===== config.mk =====
export PLATFORM = sky130hd
export DESIGN_NAME = mips_control_fsm
export DESIGN_NICKNAME = d
export VERILOG_FILES = /design/src/rtl/mips_control_fsm.sv
export SDC_FILE = /design/constraint.sdc
export NUM_CORES = 1
export LEC_CHECK = 0
export BUFFER_PORTS_ARGS = -buffer_cell sky130_fd_sc_hd__buf_2
export CAP_MARGIN = 15
export CORE_MARGIN = 2
export CORE_UTILIZATION = 41
export DETAILED_ROUTE_END_ITERATION = 10
export HOLD_SLACK_MARGIN = 0.12
export PLACE_DENSITY_LB_ADDON = 0.25
export SETUP_SLACK_MARGIN = 0.1
export SKIP_LAST_GASP = 1
export SYNTH_ARGS = -nofsm -noshare
export SYNTH_HDL_FRONTEND = slang
export SYNTH_SLANG_ARGS = --single-unit

===== constraint.sdc =====
create_clock -name clk -period 2.35 [get_ports clk]
set_clock_uncertainty 0.15 [all_clocks]
set_input_delay 0.235 -clock clk [delete_from_list [all_inputs] [get_ports clk]]
set_output_delay 0.235 -clock clk [all_outputs]
set_load 0.03 [all_outputs]

===== src/rtl/mips_control_fsm.sv =====
// Multicycle MIPS control unit: owns the sequencing state register and
// decodes the IR into PC, IR, Avalon memory, register-file and HI/LO
// control. Handles sub-word byte enables, misalignment trapping,
// branch-delay-slot redirection and a fixed-latency multiply/divide wait.
module mips_control_fsm #(
  parameter int MULT_CYCLES = 4,
  parameter int DIV_CYCLES  = 32,
  parameter bit BIG_ENDIAN  = 1'b0
) (
  input  logic        clk,
  input  logic        rst_n,
  input  logic [31:0] instruction,
  input  logic [31:0] pc,
  input  logic [1:0]  addr_lo,
  input  logic        waitrequest,
  input  logic        branch_cond,
  output logic [2:0]  state,
  output logic        ir_en,
  output logic        pc_en,
  output logic        target_en,
  output logic [1:0]  pc_sel,
  output logic        mem_read,
  output logic        mem_write,
  output logic        mem_addr_sel,
  output logic [3:0]  byte_en,
  output logic        reg_write,
  output logic [1:0]  reg_src,
  output logic        muldiv_start,
  output logic        hilo_write,
  output logic        halt,
  output logic        addr_error
);

  // Sequencer states (encoding is visible on the state port)
  localparam logic [2:0] S_IDLE   = 3'd0;
  localparam logic [2:0] S_FETCH  = 3'd1;
  localparam logic [2:0] S_EXEC1  = 3'd2;
  localparam logic [2:0] S_EXEC2  = 3'd3;
  localparam logic [2:0] S_MULDIV = 3'd4;
  localparam logic [2:0] S_HALT   = 3'd5;

  // Primary opcodes
  localparam logic [5:0] OP_SPECIAL = 6'h00;
  localparam logic [5:0] OP_REGIMM  = 6'h01;
  localparam logic [5:0] OP_J       = 6'h02;
  localparam logic [5:0] OP_JAL     = 6'h03;
  localparam logic [5:0] OP_BEQ     = 6'h04;
  localparam logic [5:0] OP_BNE     = 6'h05;
  localparam logic [5:0] OP_BLEZ    = 6'h06;
  localparam logic [5:0] OP_BGTZ    = 6'h07;
  localparam logic [5:0] OP_ADDI    = 6'h08;
  localparam logic [5:0] OP_ADDIU   = 6'h09;
  localparam logic [5:0] OP_SLTI    = 6'h0A;
  localparam logic [5:0] OP_SLTIU   = 6'h0B;
  localparam logic [5:0] OP_ANDI    = 6'h0C;
  localparam logic [5:0] OP_ORI     = 6'h0D;
  localparam logic [5:0] OP_XORI    = 6'h0E;
  localparam logic [5:0] OP_LUI     = 6'h0F;
  localparam logic [5:0] OP_LB      = 6'h20;
  localparam logic [5:0] OP_LH      = 6'h21;
  localparam logic [5:0] OP_LWL     = 6'h22;
  localparam logic [5:0] OP_LW      = 6'h23;
  localparam logic [5:0] OP_LBU     = 6'h24;
  localparam logic [5:0] OP_LHU     = 6'h25;
  localparam logic [5:0] OP_LWR     = 6'h26;
  localparam logic [5:0] OP_SB      = 6'h28;
  localparam logic [5:0] OP_SH      = 6'h29;
  localparam logic [5:0] OP_SW      = 6'h2B;

  // SPECIAL function codes
  localparam logic [5:0] F_SLL   = 6'h00;
  localparam logic [5:0] F_SRL   = 6'h02;
  localparam logic [5:0] F_SRA   = 6'h03;
  localparam logic [5:0] F_SLLV  = 6'h04;
  localparam logic [5:0] F_SRLV  = 6'h06;
  localparam logic [5:0] F_SRAV  = 6'h07;
  localparam logic [5:0] F_JR    = 6'h08;
  localparam logic [5:0] F_JALR  = 6'h09;
  localparam logic [5:0] F_MFHI  = 6'h10;
  localparam logic [5:0] F_MTHI  = 6'h11;
  localparam logic [5:0] F_MFLO  = 6'h12;
  localparam logic [5:0] F_MTLO  = 6'h13;
  localparam logic [5:0] F_MULT  = 6'h18;
  localparam logic [5:0] F_MULTU = 6'h19;
  localparam logic [5:0] F_DIV   = 6'h1A;
  localparam logic [5:0] F_DIVU  = 6'h1B;
  localparam logic [5:0] F_ADD   = 6'h20;
  localparam logic [5:0] F_ADDU  = 6'h21;
  localparam logic [5:0] F_SUB   = 6'h22;
  localparam logic [5:0] F_SUBU  = 6'h23;
  localparam logic [5:0] F_AND   = 6'h24;
  localparam logic [5:0] F_OR    = 6'h25;
  localparam logic [5:0] F_XOR   = 6'h26;
  localparam logic [5:0] F_NOR   = 6'h27;
  localparam logic [5:0] F_SLT   = 6'h2A;
  localparam logic [5:0] F_SLTU  = 6'h2B;

  // REGIMM rt selectors
  localparam logic [4:0] RT_BLTZ   = 5'h00;
  localparam logic [4:0] RT_BGEZ   = 5'h01;
  localparam logic [4:0] RT_BLTZAL = 5'h10;
  localparam logic [4:0] RT_BGEZAL = 5'h11;

  // The wait counter is preloaded with _CYCLES-2 so that EXEC1 plus the
  // MULDIV cycles add up to exactly _CYCLES cycles of unit occupancy.
  localparam int MAX_CYC = (MULT_CYCLES > DIV_CYCLES) ? MULT_CYCLES : DIV_CYCLES;
  localparam int CNT_W   = (MAX_CYC > 2) ? $clog2(MAX_CYC) : 1;
  localparam logic [CNT_W-1:0] MULT_LOAD = CNT_W'(MULT_CYCLES - 2);
  localparam logic [CNT_W-1:0] DIV_LOAD  = CNT_W'(DIV_CYCLES - 2);
  localparam bit MULT_ONE = (MULT_CYCLES == 1);
  localparam bit DIV_ONE  = (DIV_CYCLES == 1);

  logic [2:0]       state_q, state_d;
  logic             delay_pending_q, delay_pending_d;
  logic [1:0]       pc_sel_q, pc_sel_d;
  logic [CNT_W-1:0] counter_q, counter_d;

  logic [5:0] opcode;
  logic [5:0] funct;
  logic [4:0] rt;

  logic dec_alu, dec_load, dec_store, dec_mult, dec_div, dec_mthilo;
  logic dec_jump, dec_jreg, dec_branch, dec_link;
  logic acc_byte, acc_half, acc_word, acc_any;
  logic misaligned;
  logic [3:0] be_lane;
  logic [3:0] be_bus;
  logic complete;
  logic redirect;
  logic unused_ir_bits;

  assign opcode = instruction[31:26];
  assign funct  = instruction[5:0];
  assign rt     = instruction[20:16];
  // Register fields and immediates are the datapath's business only.
  assign unused_ir_bits = ^{instruction[25:21], instruction[15:6]};

  assign state = state_q;

  // Instruction class decode; anything unrecognised leaves all flags low (NOP)
  always_comb begin
    dec_alu    = 1'b0;
    dec_load   = 1'b0;
    dec_store  = 1'b0;
    dec_mult   = 1'b0;
    dec_div    = 1'b0;
    dec_mthilo = 1'b0;
    dec_jump   = 1'b0;
    dec_jreg   = 1'b0;
    dec_branch = 1'b0;
    dec_link   = 1'b0;
    acc_byte   = 1'b0;
    acc_half   = 1'b0;
    acc_word   = 1'b0;
    acc_any    = 1'b0;
    case (opcode)
      OP_SPECIAL: begin
        case (funct)
          F_SLL, F_SRL, F_SRA, F_SLLV, F_SRLV, F_SRAV,
          F_ADD, F_ADDU, F_SUB, F_SUBU, F_AND, F_OR, F_XOR, F_NOR,
          F_SLT, F_SLTU, F_MFHI, F_MFLO: dec_alu = 1'b1;
          F_JR: begin
            dec_jump = 1'b1;
            dec_jreg = 1'b1;
          end
          F_JALR: begin
            dec_jump = 1'b1;
            dec_jreg = 1'b1;
            dec_link = 1'b1;
          end
          F_MTHI, F_MTLO:  dec_mthilo = 1'b1;
          F_MULT, F_MULTU: dec_mult   = 1'b1;
          F_DIV, F_DIVU:   dec_div    = 1'b1;
          default: ;
        endcase
      end
      OP_REGIMM: begin
        case (rt)
          RT_BLTZ, RT_BGEZ: dec_branch = 1'b1;
          RT_BLTZAL, RT_BGEZAL: begin
            dec_branch = 1'b1;
            dec_link   = 1'b1;
          end
          default: ;
        endcase
      end
      OP_J:   dec_jump = 1'b1;
      OP_JAL: begin
        dec_jump = 1'b1;
        dec_link = 1'b1;
      end
      OP_BEQ, OP_BNE, OP_BLEZ, OP_BGTZ: dec_branch = 1'b1;
      OP_ADDI, OP_ADDIU, OP_SLTI, OP_SLTIU,
      OP_ANDI, OP_ORI, OP_XORI, OP_LUI: dec_alu = 1'b1;
      OP_LB, OP_LBU: begin
        dec_load = 1'b1;
        acc_byte = 1'b1;
      end
      OP_LH, OP_LHU: begin
        dec_load = 1'b1;
        acc_half = 1'b1;
      end
      OP_LW: begin
        dec_load = 1'b1;
        acc_word = 1'b1;
      end
      OP_LWL, OP_LWR: begin
        dec_load = 1'b1;
        acc_any  = 1'b1;
      end
      OP_SB: begin
        dec_store = 1'b1;
        acc_byte  = 1'b1;
      end
      OP_SH: begin
        dec_store = 1'b1;
        acc_half  = 1'b1;
      end
      OP_SW: begin
        dec_store = 1'b1;
        acc_word  = 1'b1;
      end
      default: ;
    endcase
  end

  // Lane enables in little-endian lane order, plus alignment check.
  // LWL/LWR merge partial words in the datapath, so they fetch all lanes.
  always_comb begin
    be_lane    = 4'b0000;
    misaligned = (acc_half && addr_lo[0]) || (acc_word && (addr_lo != 2'b00));
    if (acc_byte) begin
      be_lane = 4'b0001 << addr_lo;
    end else if (acc_half) begin
      be_lane = addr_lo[1] ? 4'b1100 : 4'b0011;
    end else if (acc_word || acc_any) begin
      be_lane = 4'b1111;
    end
  end

  // Big-endian buses see address byte k on lane 3-k
  generate
    for (genvar gi = 0; gi < 4; gi++) begin : g_lane
      if (BIG_ENDIAN) begin : g_big
        assign be_bus[gi] = be_lane[3-gi];
      end else begin : g_little
        assign be_bus[gi] = be_lane[gi];
      end
    end
  endgenerate

  // Next-state and output decode; 'complete' marks the cycle an
  // instruction retires, where the PC advance and delay-slot logic apply.
  always_comb begin
    state_d         = state_q;
    delay_pending_d = delay_pending_q;
    pc_sel_d        = pc_sel_q;
    counter_d       = counter_q;
    ir_en           = 1'b0;
    pc_en           = 1'b0;
    target_en       = 1'b0;
    pc_sel          = 2'b00;
    mem_read        = 1'b0;
    mem_write       = 1'b0;
    mem_addr_sel    = 1'b0;
    byte_en         = 4'b0000;
    reg_write       = 1'b0;
    reg_src         = 2'b00;
    muldiv_start    = 1'b0;
    hilo_write      = 1'b0;
    halt            = 1'b0;
    addr_error      = 1'b0;
    complete        = 1'b0;
    redirect        = 1'b0;

    case (state_q)
      S_IDLE: state_d = S_FETCH;

      S_FETCH: begin
        if (pc == 32'd0) begin
          state_d = S_HALT;
        end else begin
          mem_read = 1'b1;
          byte_en  = 4'b1111;
          if (!waitrequest) begin
            ir_en   = 1'b1;
            state_d = S_EXEC1;
          end
        end
      end

      S_EXEC1: begin
        if ((dec_load || dec_store) && misaligned) begin
          addr_error = 1'b1;
          state_d    = S_HALT;
        end else if (dec_load) begin
          mem_read     = 1'b1;
          mem_addr_sel = 1'b1;
          byte_en      = be_bus;
          if (!waitrequest) state_d = S_EXEC2;
        end else if (dec_store) begin
          mem_write    = 1'b1;
          mem_addr_sel = 1'b1;
          byte_en      = be_bus;
          if (!waitrequest) complete = 1'b1;
        end else if (dec_mult || dec_div) begin
          muldiv_start = 1'b1;
          if ((dec_mult && MULT_ONE) || (dec_div && DIV_ONE)) begin
            hilo_write = 1'b1;
            complete   = 1'b1;
          end else begin
            counter_d = dec_mult ? MULT_LOAD : DIV_LOAD;
            state_d   = S_MULDIV;
          end
        end else if (dec_mthilo) begin
          hilo_write = 1'b1;
          complete   = 1'b1;
        end else begin
          complete = 1'b1;
          if (dec_alu) reg_write = 1'b1;
          // Link writes happen whether or not the branch is taken
          if (dec_link) begin
            reg_write = 1'b1;
            reg_src   = 2'b10;
          end
          // A branch sitting in a delay slot cannot start a new redirect
          redirect = !delay_pending_q && (dec_jump || (dec_branch && branch_cond));
        end
      end

      S_EXEC2: begin
        reg_write = 1'b1;
        reg_src   = 2'b01;
        complete  = 1'b1;
      end

      S_MULDIV: begin
        if (counter_q == '0) begin
          hilo_write = 1'b1;
          complete   = 1'b1;
        end else begin
          counter_d = counter_q - 1'b1;
        end
      end

      S_HALT: halt = 1'b1;

      default: state_d = S_HALT;
    endcase

    // Retirement: the delay-slot instruction executes at PC+4, and the
    // instruction after it takes the latched redirect.
    if (complete) begin
      pc_en   = 1'b1;
      state_d = S_FETCH;
      if (redirect) begin
        target_en       = 1'b1;
        delay_pending_d = 1'b1;
        pc_sel_d        = dec_jreg ? 2'b10 : 2'b01;
      end else if (delay_pending_q) begin
        pc_sel          = pc_sel_q;
        delay_pending_d = 1'b0;
      end
    end
  end

  // State, delay-slot and wait-counter registers
  always_ff @(posedge clk or negedge rst_n) begin
    if (!rst_n) begin
      state_q         <= S_IDLE;
      delay_pending_q <= 1'b0;
      pc_sel_q        <= 2'b00;
      counter_q       <= '0;
    end else begin
      state_q         <= state_d;
      delay_pending_q <= delay_pending_d;
      pc_sel_q        <= pc_sel_d;
      counter_q       <= counter_d;
    end
  end

endmodule

; ---- Yosys cells after proc, flatten, opt, wreduce, memory -nomap -nowiden
; Index checks and enable logic that the tools add are counted.
; Widths: inputs -> output; s select.
[totals]
reg_bits = 11
latch_bits = 0
mem_bits_rw = 0
romBits = 0
input_bits = 70
output_inout_bits = 22
mem_count = 0
[classes]
n_addsub = 1
mul = 0
div_mod_pow = 0
magnitude_cmp = 0
n_eq_ne = 68
shift = 1
mux = 109
bitwise_logic = 0
reduce_logical = 39
[op_table]
columns = op, n
row1 = $eq 6x6->1 const B, 20
row2 = $mux 1, 65
row3 = $eq 6x4->1 const B, 10
row4 = $eq 6x5->1 const B, 8
row5 = $eq 6x3->1 const B, 7
row6 = $logic_not 32->1, 1
row7 = $mux 4, 8
row8 = $mux 5, 6
row9 = $eq 6x2->1 const B, 4
row10 = $mux 3, 8
row11 = $mux 2, 10
row12 = $reduce_or 18->1, 1
row13 = $reduce_or 2->1, 8
row14 = $ne 5x5->1 const B, 3
row15 = $logic_not 6->1, 2
row16 = $pmux 1 s2, 6
row17 = $pmux 3 s4, 1
row18 = $reduce_or 3->1, 4
row19 = $eq 5x5->1 const B, 2
row20 = $logic_not 5->1, 2
row21 = $ne 2x2->1 const B, 5
row22 = $pmux 5 s2, 1
row23 = $pmux 4 s2, 1
row24 = $reduce_or 4->1, 2
row25 = 21 further kinds, 33

; ---- Longest topological paths before layout
[depth]
ltp_word = 15
mapped_depth = 8
depth_no_buf = 8

; ---- Worst setup path after synthesis
; No wires, ideal clock.
[synth_timing]
kind = register -> output
startpoint = register state_q[1] (netlist: state[1])
endpoint = output reg_write
arrival_ns = 2.157
path_slack_ns = -0.192
path_stages_with_launch = 6
path_buffers = 1
cell_sequence = dfrtp_1 buf_2 nand2b_1 nor2_1 nand2_1 o41ai_1
[synth_between]
elab_chain_cells = 2
[synth_rtl]
columns = item, line
row1 = start: declaration, 113  ; logic [2:0] state_q, state_d;
row2 = start signal: assignment, 375  ; state_q <= state_d;
row3 = $eq 3x2->1, 276  ; case (state_q)
row4 = $pmux 1 s2 *, 276
row5 = end: declaration, 26  ; output logic reg_write,
; Every way passes the cells marked *; elsewhere a longest branch is shown, timed or not.

; ---- Worst setup path in the final report
[layout_timing]
startpoint = register counter_q[0]
endpoint = output pc_sel[1]
[layout_between]
elab_chain_cells = 4
[layout_rtl]
columns = item, line
row1 = start: declaration, 116  ; logic [CNT_W-1:0] counter_q, counter_d;
row2 = start signal: assignment, 378  ; counter_q <= counter_d;
row3 = $logic_not 5->1, 338  ; if (counter_q == '0) begin
row4 = $mux 1, 338
row5 = $pmux 1 s3, 276
row6 = $mux 2, 353  ; if (complete) begin
row7 = end: declaration, 21  ; output logic [1:0] pc_sel,
; Every way passes these cells.

==> impl_metrics.py <==
metrics = {
    "floorplan": {
        "die_area_um2": 3480,
        "std_cell_rows": 19,
        "initial_core_util_pct": 44.2,
        "die_width_um": 59.0,
        "die_height_um": 59.0,
        "ioPinCount": 92,
        "core-area_um2": 2810,
    },
    "hold_path": {
        "hold_path_end": "state[0]",
        "hold_depth": 3,
        "hold_start": "waitrequest",
        "hp-class": "primary input to flop",
    },
    "synthesis": {
        "synth_edf_count": 0,
        "async_reset_ff_share_pct": 100,
        "syn_nets": 235,
        "synth_cell_types": 50,
        "ys_seq_elements": 11,
        "synth_seq_area_share_pct": 22.2,
        "synthesis.area_um2": 1240,
        "yosysWarningCount": 0,
        "syn_avg_cell_area_um2": 7.56,
        "synthCells": 164,
        "synth-main-ff-cell": "dfrtp_1",
    },
    "route": {
        "first_pass_iters": 5,
        "wl_per_cell_um": 12.8,
        "num_vias": 1559,
        "drc": 0,
        "postRouteAntennaNets": 0,
        "wirelength_um": 3630,
        "via_per_inst": 5.49,
        "drtIter0Drc": 25,
    },
    "worst_setup_path": {
        "arrival_ns": 1.78,
        "regToRegEndpoint": "counter_q[4]",
        "critPathBufInv": 3,
        "crit_type": "flop to output pin",
        "max_stage_delay_ns": 0.40,
        "reg2reg_depth": 9,
        "timing.rr.start": "counter_q[0]",
        "path_cells": "inv_2 > ha_4 > nand2b_4 > nor4_4 > a311oi_4 > inv_2 > and3_4 > buf_6",
        "required_ns": 1.97,
        "cp_slowest_cell": "dfrtp_1",
        "critical_path.top_delay_family": "simple AND/OR/NAND/NOR gates",
        "critPathMaxFanout": 4,
        "critPathCaptureType": "output pin",
        "rrSetupSlack_ns": 0.45,
        "crit_top_cell": "inv_2",
        "setup.worst_path.start_class": "flop",
    },
    "sta": {
        "hold_viol_final": 0,
        "postLayoutSetupSlackWorst_ns": 0.184,
        "tightest_slew_ns": 0.377,
        "setup_viol": 0,
        "max_freq_ghz": 0.462,
        "tns_ns": 0,
        "drv_slew": 0,
        "maxSlewHeadroom_pct": 74.6,
        "min_period_over_period_pct": 92.2,
        "min_period_ns": 2.17,
        "rsz0062_at_grt": "yes",
    },
    "cells_and_area": {
        "fin_util_pct": 66.4,
        "nFillCells": 264,
        "n_antenna_cell": 0,
        "area_delta_synth_final_pct": 50.2,
        "fin_cells": 284,
        "multi_input_area_um2": 963,
        "nets": 325,
        "seqCellArea_um2": 279,
        "drive_gt1_share_pct": 48.6,
    },
    "status": {
        "outcome": "completed",
    },
    "power": {
        "p_sw_mw": 0.842,
        "p_seq_share_pct": 20.4,
        "comb_power_share_pct": 72.0,
        "p_leak_nw": 0.916,
        "power_mw": 1.69,
        "switching_share_pct": 49.9,
        "worst_ir_drop_vdd_mv": 0.448,
        "power-per-cell-area_nw_per_um2": 907,
        "p_int_mw": 0.846,
        "clockPowerShare_pct": 7.6,
    },
    "global_route": {
        "grt_overflow": 0,
        "antenna_found_initial": 0,
        "grt_max_degree": 12,
        "grt_pass1_wl_um": 5730,
        "track_usage_pct": 20.9,
        "grt_pass1_vias": 1373,
    },
    "placement": {
        "port_buffers": 75,
        "pre_cts_slack_ns": 0.205,
        "gp_congestion": 0.774,
        "dpl.hpwl_um": 2830,
        "dp.cells": 269,
    },
    "clock_tree": {
        "clk_pin_slew_ns": 0.07,
        "cts_tree": "built",
        "cts.sinks": 11,
        "clkLatencyLatePin_ns": 0.27,
        "htreeDepth": 1,
        "clk_path_buf_depth": 2,
        "cts-buffers-inserted": 3,
        "root_buffer": "clkbuf_4",
    },
    "flow_run": {
        "maxCapViolations": 0,
    },
}
## worst max-delay path by stage
stage | slack, ns | end | start | cells after the start
2_1_floorplan | 0.11 | byte_en[0] | state[2] | 4
3_3_place_gp | 0.22 | pc_sel[1] | instruction[27] | 7
3_5_place_dp | 0.21 | pc_sel[1] | instruction[27] | 7
4_1_cts | 0.03 | byte_en[0] | state[2] | 5
5_1_grt | 0.06 | pc_sel[1] | counter_q[0] | 8
6_report | 0.18 | pc_sel[1] | counter_q[0] | 8
## worst register-to-register path, delay by kind of cell (launching register included)
family	cells	cell delay, ns
adder cells (fa/ha/maj)	1	0.16
AO/OA/AOI/OAI	2	0.33
flip-flops	1	0.38
buffers and inverters	3	0.35
AND/OR/NAND/NOR	3	0.42
## synth_stat cells (all sizes together) (2+ instances only)
master,count,area share (%)
dfrtp,11,22
o21a,2,1.2
or3,2,1.0
mux2i,2,1.6
a21o,3,1.8
nor3,5,2.9
nand2b,9,5.1
inv,10,3.0
nor2b,2,1.0
buf,4,2.3
and3,3,1.5
a21oi,13,5.6
or2,3,1.5
nor2,24,7.3
nand4,5,3.7
o21ai,14,5.7
nor4,12,9.0
nand4bb,2,1.8
a22o,3,2.1
nand2,15,4.5
## area by class of cell
class                      count  area share [%]
multi-input combinational    138            51.7
timing repair buffer          90            27.8
sequential                    11            15.0
tap                           31            2.08
inverter                      10            2.02
clock buffer                   4            1.41
## what timing repair did
| action | 4_1_cts | 5_1_grt |
|---|---|---|
| resized for setup | 11 | 13 |
| endpoints found under the hold margin | 11 | 0 |
| endpoints found under the setup margin | 9 | 11 |
| setup buffers | 4 | 6 |
| hold buffers | 1 | 0 |
| pin swaps | 1 | 6 |
## cells in the final DEF, fill, tap and decap left out, types with 4 or more instances in the layout
master    instances
nand2_1          15
inv_2             4
inv_1             6
nor4_1            9
o21ai_0           6
o21ai_1           7
a21oi_1          12
buf_4            17
nor3_1            4
nand4_1           4
dfrtp_1           8
nand2b_4          5
buf_2            69
nor2_1           23
## registers in the layout, summed over array words and instances, names as in the netlist
name	count
delay_pending_q	1
pc_sel_q	2
state	3
counter_q	5
## cells by family (layout without fill, tap and decap cells)
| family | after synthesis | count (layout) | synth area share, % |
|---|---|---|---|
| compound gates | 47 | 47 | 26.5 |
| simple gates | 88 | 88 | 43.0 |
| mux | 2 | 2 | 1.61 |
| fa+ha+maj | 1 | 1 | 1.01 |
| buf+inv | 15 | 104 | 5.65 |
| flops | 11 | 11 | 22.2 |
## metal layers
metal,share of wire [%],routed length (µm),up-vias,global-route usage [%]
li1,-,-,783,-
met3,7.6,276,0,4.37
met4,0,0,0,2.92
met1,45,1650,704,26.9
met5,0,0,-,0
met2,47,1700,72,36.8
## power groups by stage
stage	combinational, mW	sequential (mW)	clock [mW]
detailed placement	0.986	0.348	0
CTS	1.08	0.337	0.135
global route	1.32	0.350	0.144
finish	1.22	0.344	0.129
floorplan	0.692	0.356	0
global placement	0.972	0.346	0
## metrics by stage
| stage | hold slack, ns | area, µm² |
|---|---|---|
| after floorplan | -0.211 | 1260 |
| after global placement | -0.0357 | 1670 |
| after detailed placement | -0.0315 | 1670 |
| after CTS | 0.167 | 1770 |
| after global routing | 0.189 | 1860 |
| final | 0.178 | 1860 |
No activity file was read; power rests on OpenSTA's default activity.
